--- config.mk ---
export PLATFORM = sky130hd
export DESIGN_NAME = bitmapped_sprite_renderer
export DESIGN_NICKNAME = d
export VERILOG_FILES = /design/src/rtl/video_pkg.sv /design/src/rtl/sprite_bitmap_rom.sv /design/src/rtl/bitmapped_sprite_renderer.sv
export SDC_FILE = /design/constraint.sdc
export NUM_CORES = 1
export LEC_CHECK = 0
export ABC_AREA = 1
export CORE_MARGIN = 2
export CORE_UTILIZATION = 35
export CTS_CLUSTER_SIZE = 20
export DETAILED_ROUTE_END_ITERATION = 8
export GPL_TIMING_DRIVEN = 1
export PLACE_DENSITY = 0.68
export SETUP_SLACK_MARGIN = 0.15
export SYNTH_ARGS = -nofsm -noshare
export SYNTH_HDL_FRONTEND = slang
export SYNTH_SLANG_ARGS = --single-unit
--- constraint.sdc ---
create_clock -name i_clk -period 3.6 [get_ports i_clk]
set_clock_uncertainty 0.1 [all_clocks]
set_input_delay 0.72 -clock i_clk [delete_from_list [all_inputs] [get_ports i_clk]]
set_output_delay 0.72 -clock i_clk [all_outputs]
set_load 0.005 [all_outputs]
--- src/rtl/video_pkg.sv ---
// video_pkg: shared FSM encodings, 640x480 timing constants and width helper
package video_pkg;

    typedef enum logic [1:0] {V_IDLE, V_ACTIVE, V_DONE} v_state_t;
    typedef enum logic [1:0] {H_IDLE, H_DRAW, H_DONE} h_state_t;

    localparam int H_VISIBLE = 640;
    localparam int H_FRONT   = 16;
    localparam int H_SYNC    = 96;
    localparam int H_BACK    = 48;
    localparam int H_TOTAL   = H_VISIBLE + H_FRONT + H_SYNC + H_BACK;
    localparam int V_VISIBLE = 480;
    localparam int V_FRONT   = 10;
    localparam int V_SYNC    = 2;
    localparam int V_BACK    = 33;
    localparam int V_TOTAL   = V_VISIBLE + V_FRONT + V_SYNC + V_BACK;

    // index width for a count of n items, never zero
    function automatic int cw(input int n);
        return n > 1 ? $clog2(n) : 1;
    endfunction

endpackage

--- src/rtl/sprite_bitmap_rom.sv ---
// sprite_bitmap_rom: combinational 1-bit sprite bitmap, MSB is the leftmost pixel
module sprite_bitmap_rom
    import video_pkg::*;
#(
    parameter int SPR_W = 8,
    parameter int SPR_H = 8
) (
    input  logic [cw(SPR_H)-1:0] i_row,
    output logic [SPR_W-1:0]     o_bits
);

    // row lookup; rows not listed are blank
    always_comb begin
        case (int'(i_row))
            0:       o_bits = SPR_W'(8'b1000_0001);
            1:       o_bits = SPR_W'(8'b0100_0010);
            2:       o_bits = SPR_W'(8'b0010_0100);
            3:       o_bits = SPR_W'(8'b0001_1000);
            4:       o_bits = SPR_W'(8'b0001_1000);
            5:       o_bits = SPR_W'(8'b0010_0100);
            6:       o_bits = SPR_W'(8'b0100_0010);
            7:       o_bits = SPR_W'(8'b1111_1111);
            default: o_bits = '0;
        endcase
    end

endmodule

--- src/rtl/bitmapped_sprite_renderer.sv ---
// bitmapped_sprite_renderer: scaled 1-bit sprite composited over a VGA raster, 2-cycle latency
module bitmapped_sprite_renderer
    import video_pkg::*;
#(
    parameter int                     COORD_W     = 10,
    parameter int                     SPR_W       = 8,
    parameter int                     SPR_H       = 8,
    parameter int                     SCALE_LOG2  = 2,
    parameter int                     COLOR_W     = 8,
    parameter logic [3*COLOR_W-1:0]   FG_RGB      = 24'hFFFFFF,
    parameter bit                     TRANSPARENT = 1'b1
) (
    input  logic               i_clk,
    input  logic               i_rst,
    input  logic [COORD_W-1:0] i_hpos,
    input  logic [COORD_W-1:0] i_vpos,
    input  logic               i_visible,
    input  logic               i_hsync,
    input  logic               i_vsync,
    input  logic [COORD_W-1:0] i_sprite_x,
    input  logic [COORD_W-1:0] i_sprite_y,
    input  logic               i_sprite_en,
    input  logic [COLOR_W-1:0] i_bg_r,
    input  logic [COLOR_W-1:0] i_bg_g,
    input  logic [COLOR_W-1:0] i_bg_b,
    output logic [COLOR_W-1:0] o_r,
    output logic [COLOR_W-1:0] o_g,
    output logic [COLOR_W-1:0] o_b,
    output logic               o_hsync,
    output logic               o_vsync,
    output logic               o_busy
);

    localparam int RW = cw(SPR_H);
    localparam int CW = cw(SPR_W);
    localparam int SW = SCALE_LOG2 > 0 ? SCALE_LOG2 : 1;
    localparam logic [SW-1:0] SUB_MAX = SW'((1 << SCALE_LOG2) - 1);
    localparam logic [RW-1:0] ROW_MAX = RW'(SPR_H - 1);
    localparam logic [CW-1:0] COL_MAX = CW'(SPR_W - 1);

    v_state_t             r_v, w_v_n, w_v_base;
    h_state_t             r_h, w_h_n;
    logic [COORD_W-1:0]   r_x, r_y, w_x, w_y;
    logic                 r_en, w_en;
    logic [RW-1:0]        r_row, w_row_n;
    logic [SW-1:0]        r_vsub, w_vsub_n, r_hsub, w_hsub, w_hsub_n;
    logic [CW-1:0]        r_col, w_col, w_col_n;
    logic                 w_latch, w_line, w_vwrap, w_hwrap, w_vact, w_hstart, w_hdraw;
    logic [SPR_W-1:0]     w_bits;
    logic [SPR_W-1:0]     r_s1_bits;
    logic [CW-1:0]        r_s1_col;
    logic                 r_s1_draw, r_s1_vis, r_s1_hs, r_s1_vs;
    logic [3*COLOR_W-1:0] r_s1_bg, w_rgb, r_rgb;
    logic                 r_hs, r_vs, w_bit;

    // the frame latch sees the live inputs so a sprite at y=0 or x=0 starts on the latch cycle
    assign w_latch  = i_hpos == '0 && i_vpos == '0;
    assign w_line   = i_hpos == '0;
    assign w_x      = w_latch ? i_sprite_x : r_x;
    assign w_y      = w_latch ? i_sprite_y : r_y;
    assign w_en     = w_latch ? i_sprite_en : r_en;
    assign w_v_base = w_latch ? V_IDLE : r_v;
    assign w_vwrap  = r_vsub == SUB_MAX;

    // vertical next state: steps once per line at hpos 0
    always_comb begin
        w_v_n    = w_v_base;
        w_row_n  = w_latch ? '0 : r_row;
        w_vsub_n = w_latch ? '0 : r_vsub;
        if (w_line && w_v_base == V_IDLE && i_vpos == w_y && w_en) begin
            w_v_n    = V_ACTIVE;
            w_row_n  = '0;
            w_vsub_n = '0;
        end else if (w_line && w_v_base == V_ACTIVE) begin
            w_vsub_n = w_vwrap ? '0 : r_vsub + SW'(1);
            w_row_n  = w_vwrap ? (r_row == ROW_MAX ? '0 : r_row + RW'(1)) : r_row;
            w_v_n    = (w_vwrap && r_row == ROW_MAX) ? V_DONE : V_ACTIVE;
        end
    end

    // the current pixel belongs to the sprite when it starts here or a run is already in progress
    assign w_vact   = w_v_n == V_ACTIVE;
    assign w_hstart = w_vact && i_hpos == w_x && (r_h == H_IDLE || w_line);
    assign w_hdraw  = w_hstart || (w_vact && r_h == H_DRAW && !w_line);
    assign w_col    = w_hstart ? '0 : r_col;
    assign w_hsub   = w_hstart ? '0 : r_hsub;
    assign w_hwrap  = w_hsub == SUB_MAX;

    // horizontal next state: one sub-pixel per cycle, cleared at the start of every line
    always_comb begin
        w_h_n    = w_line ? H_IDLE : r_h;
        w_col_n  = w_col;
        w_hsub_n = w_hsub;
        if (w_hdraw) begin
            w_hsub_n = w_hwrap ? '0 : w_hsub + SW'(1);
            w_col_n  = w_hwrap ? (w_col == COL_MAX ? '0 : w_col + CW'(1)) : w_col;
            w_h_n    = (w_hwrap && w_col == COL_MAX) ? H_DONE : H_DRAW;
        end
    end

    // FSM state, counters and per-frame sprite position
    always_ff @(posedge i_clk or posedge i_rst) begin
        if (i_rst) begin
            r_v    <= V_IDLE;
            r_h    <= H_IDLE;
            r_x    <= '0;
            r_y    <= '0;
            r_en   <= 1'b0;
            r_row  <= '0;
            r_vsub <= '0;
            r_col  <= '0;
            r_hsub <= '0;
        end else begin
            r_v    <= w_v_n;
            r_h    <= w_h_n;
            r_x    <= w_x;
            r_y    <= w_y;
            r_en   <= w_en;
            r_row  <= w_row_n;
            r_vsub <= w_vsub_n;
            r_col  <= w_col_n;
            r_hsub <= w_hsub_n;
        end
    end

    sprite_bitmap_rom #(.SPR_W(SPR_W), .SPR_H(SPR_H)) u_rom (
        .i_row  (w_row_n),
        .o_bits (w_bits)
    );

    // stage 2 colour select: foreground on set bits, background or black elsewhere
    always_comb begin
        w_bit = r_s1_bits[COL_MAX - r_s1_col];
        w_rgb = !r_s1_vis ? '0 : (r_s1_draw && w_bit) ? FG_RGB : (r_s1_draw && !TRANSPARENT) ? '0 : r_s1_bg;
    end

    // two-stage pixel pipeline; syncs travel alongside so they stay aligned with colour
    always_ff @(posedge i_clk or posedge i_rst) begin
        if (i_rst) begin
            r_s1_bits <= '0;
            r_s1_col  <= '0;
            r_s1_draw <= 1'b0;
            r_s1_vis  <= 1'b0;
            r_s1_bg   <= '0;
            r_s1_hs   <= 1'b0;
            r_s1_vs   <= 1'b0;
            r_rgb     <= '0;
            r_hs      <= 1'b0;
            r_vs      <= 1'b0;
        end else begin
            r_s1_bits <= w_bits;
            r_s1_col  <= w_col;
            r_s1_draw <= w_hdraw;
            r_s1_vis  <= i_visible;
            r_s1_bg   <= {i_bg_r, i_bg_g, i_bg_b};
            r_s1_hs   <= i_hsync;
            r_s1_vs   <= i_vsync;
            r_rgb     <= w_rgb;
            r_hs      <= r_s1_hs;
            r_vs      <= r_s1_vs;
        end
    end

    assign o_r     = r_rgb[3*COLOR_W-1:2*COLOR_W];
    assign o_g     = r_rgb[2*COLOR_W-1:COLOR_W];
    assign o_b     = r_rgb[COLOR_W-1:0];
    assign o_hsync = r_hs;
    assign o_vsync = r_vs;
    assign o_busy  = r_v == V_ACTIVE;

endmodule

Word level (Yosys, flattened, before mapping)
Memory sizes are Yosys's and may differ from the RTL's. A register that Yosys moved wholly into a read port is not among the register bits.
Index checks and enable logic that the tools add are counted.

word-level totals
  ROM bits = 64
  memories kept = 1
  word-level logic and storage cells = 86
  latch bits = 0
  register bits = 92
  output and inout bits = 27
  bits in writable memories = 0

memory list
  name             depth  bits a word  rd ports  clocked after memory_dff  wr ports  line                     source
  (no name shown)  8      8            1         1                         0         sprite_bitmap_rom.sv:14  case (int'(i_row))

operators by class
  order comparisons = 1
  divide/modulo/power cells = 0
  bitwise gates (word level) = 0
  $add $sub $neg = 5
  reductions and logical operators = 21
  shift operators = 0
  multipliers = 0
  equality and inequality tests = 10
  muxes and demuxes = 30

operators by type and width
  operator                                                     count
  2-to-1 mux 24 bit                                            2
  2-to-1 mux 2 bit                                             14
  2-to-1 mux 3 bit                                             9
  equality test 10 bit                                         2
  logical NOT 10 bit                                           2
  2-to-1 mux 10 bit                                            2
  logical AND 1 bit                                            12
  equality test 2 x 1 -> 1 bit (second input constant)         4
  adder 3 x 1 -> 3 bit (second input constant)                 2
  equality test 3 bit (second input constant)                  2
  adder 2 x 1 -> 2 bit (second input constant)                 2
  equality test 2 bit (second input constant)                  2
  logical NOT 2 bit                                            2
  less-than comparator 3 x 4 -> 1 bit (second input constant)  1
  binary-select mux 1 bit (select 3 bit)                       1
  nonzero test 3 bit                                           1
  subtractor 3 bit (first input constant)                      1
  logical OR 1 bit                                             2
  2-to-1 mux 1 bit                                             2
  nonzero test 2 bit                                           1
  logical NOT 1 bit                                            1

Longest topological paths before layout
  word-level depth = 16
  depth in mapped cells = 22
  mapped depth without buffers = 21

Hierarchy
A second synthesis with hierarchy kept.

unflattened totals
  cells, all modules = 470
  area, all modules = 4390.5 µm²

modules (own cells, without submodules)
  module                     cells an instance  instances  area each (µm²)  sequential area each (µm²)
  bitmapped_sprite_renderer  446                1          4250.3           2502.4
  sprite_bitmap_rom          24                 1          140.1            0.0

Worst setup path before layout
Ideal clock, no wire load.

  kind = input-to-reg
  start point = in i_hpos[6]
  end point = reg r_col[2]
  buffers on the path = 1
  stages on the path = 17
  setup slack = 624 ps
  data arrival time = 2759 ps
  required time = 3383 ps
  library setup time = 117 ps
  cell sequence = nor2_1 nand3_2 nor2_8 nand2_4 buf_6 nand2_1 inv_1 nand2_1 nor2_1 nor2_1 nand3_4 nand2_2 inv_2 ha_1 ha_1 nand2_1 nand2_1

on the way
  word-level cells in the longest chain between the ends = 16
  elaborated cells between the ends (all ways) = 32

ends and longest elaborated chain
  item                                                         line                              source
  start: declaration                                           bitmapped_sprite_renderer.sv:15   input logic [COORD_W-1:0] i_hpos,
  branches (longest 10 deep; another with logical NOT 10 bit)  --
  logical AND 1 bit *                                          bitmapped_sprite_renderer.sv:83   assign w_hstart = w_vact && i_hpos == w_x && (r_h == H_IDLE || w_line);
  2-to-1 mux 3 bit *                                           bitmapped_sprite_renderer.sv:85   assign w_col = w_hstart ? '0 : r_col;
  via w_col[0]                                                 bitmapped_sprite_renderer.sv:47   logic [CW-1:0] r_col, w_col, w_col_n;
  adder 3 x 1 -> 3 bit or equality test 3 bit (tied branches)  bitmapped_sprite_renderer.sv:96   w_col_n = w_hwrap ? (w_col == COL_MAX ? '0 : w_col + CW'(1)) : w_col;
  2-to-1 mux 3 bit * (2 in a row)                              bitmapped_sprite_renderer.sv:96
  2-to-1 mux 3 bit *                                           bitmapped_sprite_renderer.sv:94   if (w_hdraw) begin
  via w_col_n[2]                                               bitmapped_sprite_renderer.sv:47
  end signal: assignment                                       bitmapped_sprite_renderer.sv:121  r_col <= w_col_n;
  end: declaration                                             bitmapped_sprite_renderer.sv:47

Mark *: on every way through the listed nets, which the timed path passes.
A chain may end at the register's enable or synchronous reset.

Worst setup path in the final report
  start point = in i_hpos[4]
  end point = reg r_s1_bits[6]

on the way
  word-level cells in the longest chain between the ends = 8
  elaborated cells between the ends (all ways) = 15

ends and longest elaborated chain
  item                                                       line                                                              source
  logical NOT 10 bit *                                       bitmapped_sprite_renderer.sv:57, bitmapped_sprite_renderer.sv:58
  branches (longest 6 deep; another with 2-to-1 mux 10 bit)  --
  2-to-1 mux 3 bit *                                         bitmapped_sprite_renderer.sv:70                                   if (w_line && w_v_base == V_IDLE && i_vpos == w_y && w_en) begin
  via u_rom.i_row[0]                                         sprite_bitmap_rom.sv:8                                            input logic [cw(SPR_H)-1:0] i_row,
  end: declaration                                           bitmapped_sprite_renderer.sv:50                                   logic [SPR_W-1:0] r_s1_bits;

Marks and branches as above.

==> metrics.md <==
| Metric | Value |
|---|---|
| Status | `completed` |
| Final instance area | `~0.0062 mm²` |
| CTS tree | `yes` |
| Slew headroom | `50.7%` |
| Worst EP arrival | `~3400 ps` |
| Worst-Margin Slew | `739 ps` |
| CP startpoint kind | `input port` |
| Routability congestion estimate | `approximately 0.8` |
| Initial Utilization | `35.7%` |
| Critical path type | `in2reg` |
| Post-synthesis cell type count | `31` |
| Average wire per standard cell | `around 12 µm` |
| Fraction of layout cells with a size suffix above 1 | `between 10% and 20%` |
| Leakage Power | `around 3.2 nW` |
| Synth-to-Final Area Change | `46.7%` |
| Global route overflow | `0` |
| Cells after Synth | `470` |
| Synth area leader | `dfrtp_1` |
| Clock Path Buffers | `2` |
| Initial drt markers | `between 200 and 250` |
| Final setup TNS | `0 ps` |
| Core Region | `0.0119 mm²` |
| Remaining DRCs | `0` |
| Clock Sinks | `96` |
| Synth warn | `0` |
| Worst-Skew Late Latency | `between 300 and 400 ps` |
| Synth Area per Inst | `9.05 µm²` |
| DIE HEIGHT | `roughly 110 µm` |
| Routed WL | `around 9700 µm` |
| Share of the synthesized area in the top cell type | `a little under three fifths` |
| Final-report hold violation count | `0` |
| Achievable Freq | `between 300 and 400 MHz` |
| Post-DP HPWL | `approximately 7000 µm` |
| Largest net degree at the start of global routing | `97` |
| Nets | `707` |
| # H-tree levels | `3` |
| Vias in the first global route | `3384` |
| Synth Cell Area | `about 0.0043 mm²` |
| #FFs+latches synth | `96` |
| DR vias | `roughly 3600` |
| Hold Crit Class | `reg2reg` |
| GRT Overall Usage | `about 15%` |
| Via/cell ratio | `4.57` |
| Max Slew Vio Count | `0` |
| Number of fillers in the final layout | `1070` |
| FF-to-FF setup slack | `approximately 1300 ps` |
| Antenna diode count | `0` |
| CP Max Fanout | `7` |
| Pwr Total | `0.00231 W` |
| Max-cap violations | `0` |
| Number of hold buffers added after cts | `0` |
| Storage cell area | `about 0.0024 mm²` |
| Drt pass-1 iters | `5` |
| Sequential share of the synthesized area | `between 50% and 60%` |
| Fin crit period | `around 3300 ps` |
| Num CTS Buffers | `9` |
| Worst EP required | `~3700 ps` |
| Die area | `roughly 0.013 mm²` |
| Net Count, Synth | `550` |
| Final setup violation count | `0` |
| CP Capture Type | `flop` |
| Final core area utilization | `~52%` |
| Clock Pin Slew Worst Setup and Hold Paths | `about 70 ps` |
| Std cell rows | `40` |
| RSZ-0062 raised after global routing | `false` |
| Power Dens Cells | `approximately 370 mW/mm²` |
| Die X | `between 100 and 150 µm` |
| Root Buffer | `clkbuf_16` |
| Commonest non-fill, non-tap cells in the layout | `nand2_1 (126), dfrtp_1 (96), clkdlybuf4s50_1 (95)` |
| Remaining antenna violation count | `0` |
| Multi-input gate area | `between 0.0015 and 0.002 mm²` |
| Period utilization | `just over 90%` |
| VDD IR-drop max | `about 0.00023 V` |
| Area post-placement | `between 0.005 and 0.006 mm²` |
| Port Buf Inserts | `96` |
| Area contributors post-synth | `dfrtp_1 (56%), nand2_1 (11%), inv_1 (6.4%)` |
| Antenna violations before repair | `0` |
| First-pass GRT wire length | `15100 µm` |
| Top Ports | `a little under 100` |
| Most common cell after layout, fill and taps aside | `nand2_1` |
[routing by layer]
layer / global-route usage [%] / share of wire [%] / vias up
li1: - / - / 1788
met1: 18.2 / 44 / 1666
met2: 24.9 / 50 / 99
met3: 4.08 / 4.9 / 10
met4: 6.18 / 1.3 / 0
met5: 0 / 0 / -
[final timing paths]
kind / from / to / depth (start not counted)
setup / recovery: i_hpos[4] / r_s1_bits[6] / 20
hold / removal: r_s1_hs / o_hsync / 0
setup reg to reg: r_row[0] / r_col[2] / 12
hold reg to reg: r_s1_hs / o_hsync / 0
max in group asynchronous: i_rst / r_s1_bg[0] / 3
min in group asynchronous: i_rst / r_s1_vs / 3
[stage by stage]
stage          instances  worst slack (ps)  hold slack, ps
4_1_cts              767               236             250
2_1_floorplan        470               275             231
6_report             779               283             249
3_3_place_gp         751             -38.4             237
3_5_place_dp         751              -129             235
5_1_grt              779               128             272
[critical path, cell delays in order]
cell             delay, ps
clkdlybuf4s50_1        430
nor2_2                 170
nand3_4                130
nor2_8                 170
buf_12                 140
clkbuf_16              140
nand3_1                 80
nand3_1                100
nand2_1                 70
inv_1                   70
nand2_1                 70
nor2_2                 130
nand3_2                110
buf_4                  150
buf_4                  130
nand2_1                140
inv_1                  110
ha_1                   210
nand2_1                 70
nand2_1                 80
[kinds of logic (layout without fill, tap and decap cells)]
family | count (synthesis) | in the layout | synth area share [%]
AOI/OAI and AO/OA | 41 | 41 | 5.18
adders and majority gates | 10 | 10 | 2.94
buffers and inverters | 87 | 248 | 8.44
DFF | 96 | 96 | 56.5
muxes | 4 | 4 | 0.941
and+or+nand+nor | 232 | 233 | 26.0
[what timing repair did]
item / CTS / global route
resized for setup: 0 / 25
setup buffers: 0 / 10
setup endpoints to repair: 0 / 8
[sequential cells by signal, summed over array words and instances, names as in the netlist]
name	flops
r_s1_col	3
r_v	2
r_hsub	2
r_en	1
r_x	10
r_y	10
r_h	2
r_s1_vis	1
r_s1_bits	4
r_s1_draw	1
r_s1_hs	1
r_rgb	24
r_s1_vs	1
r_col	3
r_s1_bg	24
o_hsync	1
o_vsync	1
r_row	3
r_vsub	2
[layout make-up]
cell class                      count  area share, %
Sequential cell                    96           38.5
Multi-Input combinational cell    288           24.9
Timing Repair Buffer              156           24.0
Inverter                           76           4.59
Clock buffer                       11           4.05
Tap cell                          147           2.95
Clock inverter                      5          0.983
[Yosys cell counts, drive strengths merged]
cell	count
nand2	134
dfrtp	96
inv	76
nand3	53
nor2	28
a21oi	24
nand3b	13
o21ai	11
ha	10
buf	7
clkbuf	4
mux2i	4
nand4	2
o22ai	2
and2	1
nor3b	1
o211ai	1
o221ai	1
o31ai	1
o32ai	1
[report_power, final]
group          switching, W  total [W]  internal (W)
logic             0.0000808   0.000207      0.000126
registers        0.00000878    0.00112       0.00111
clock network      0.000400   0.000981      0.000581
(Power assumes the default switching activity.)
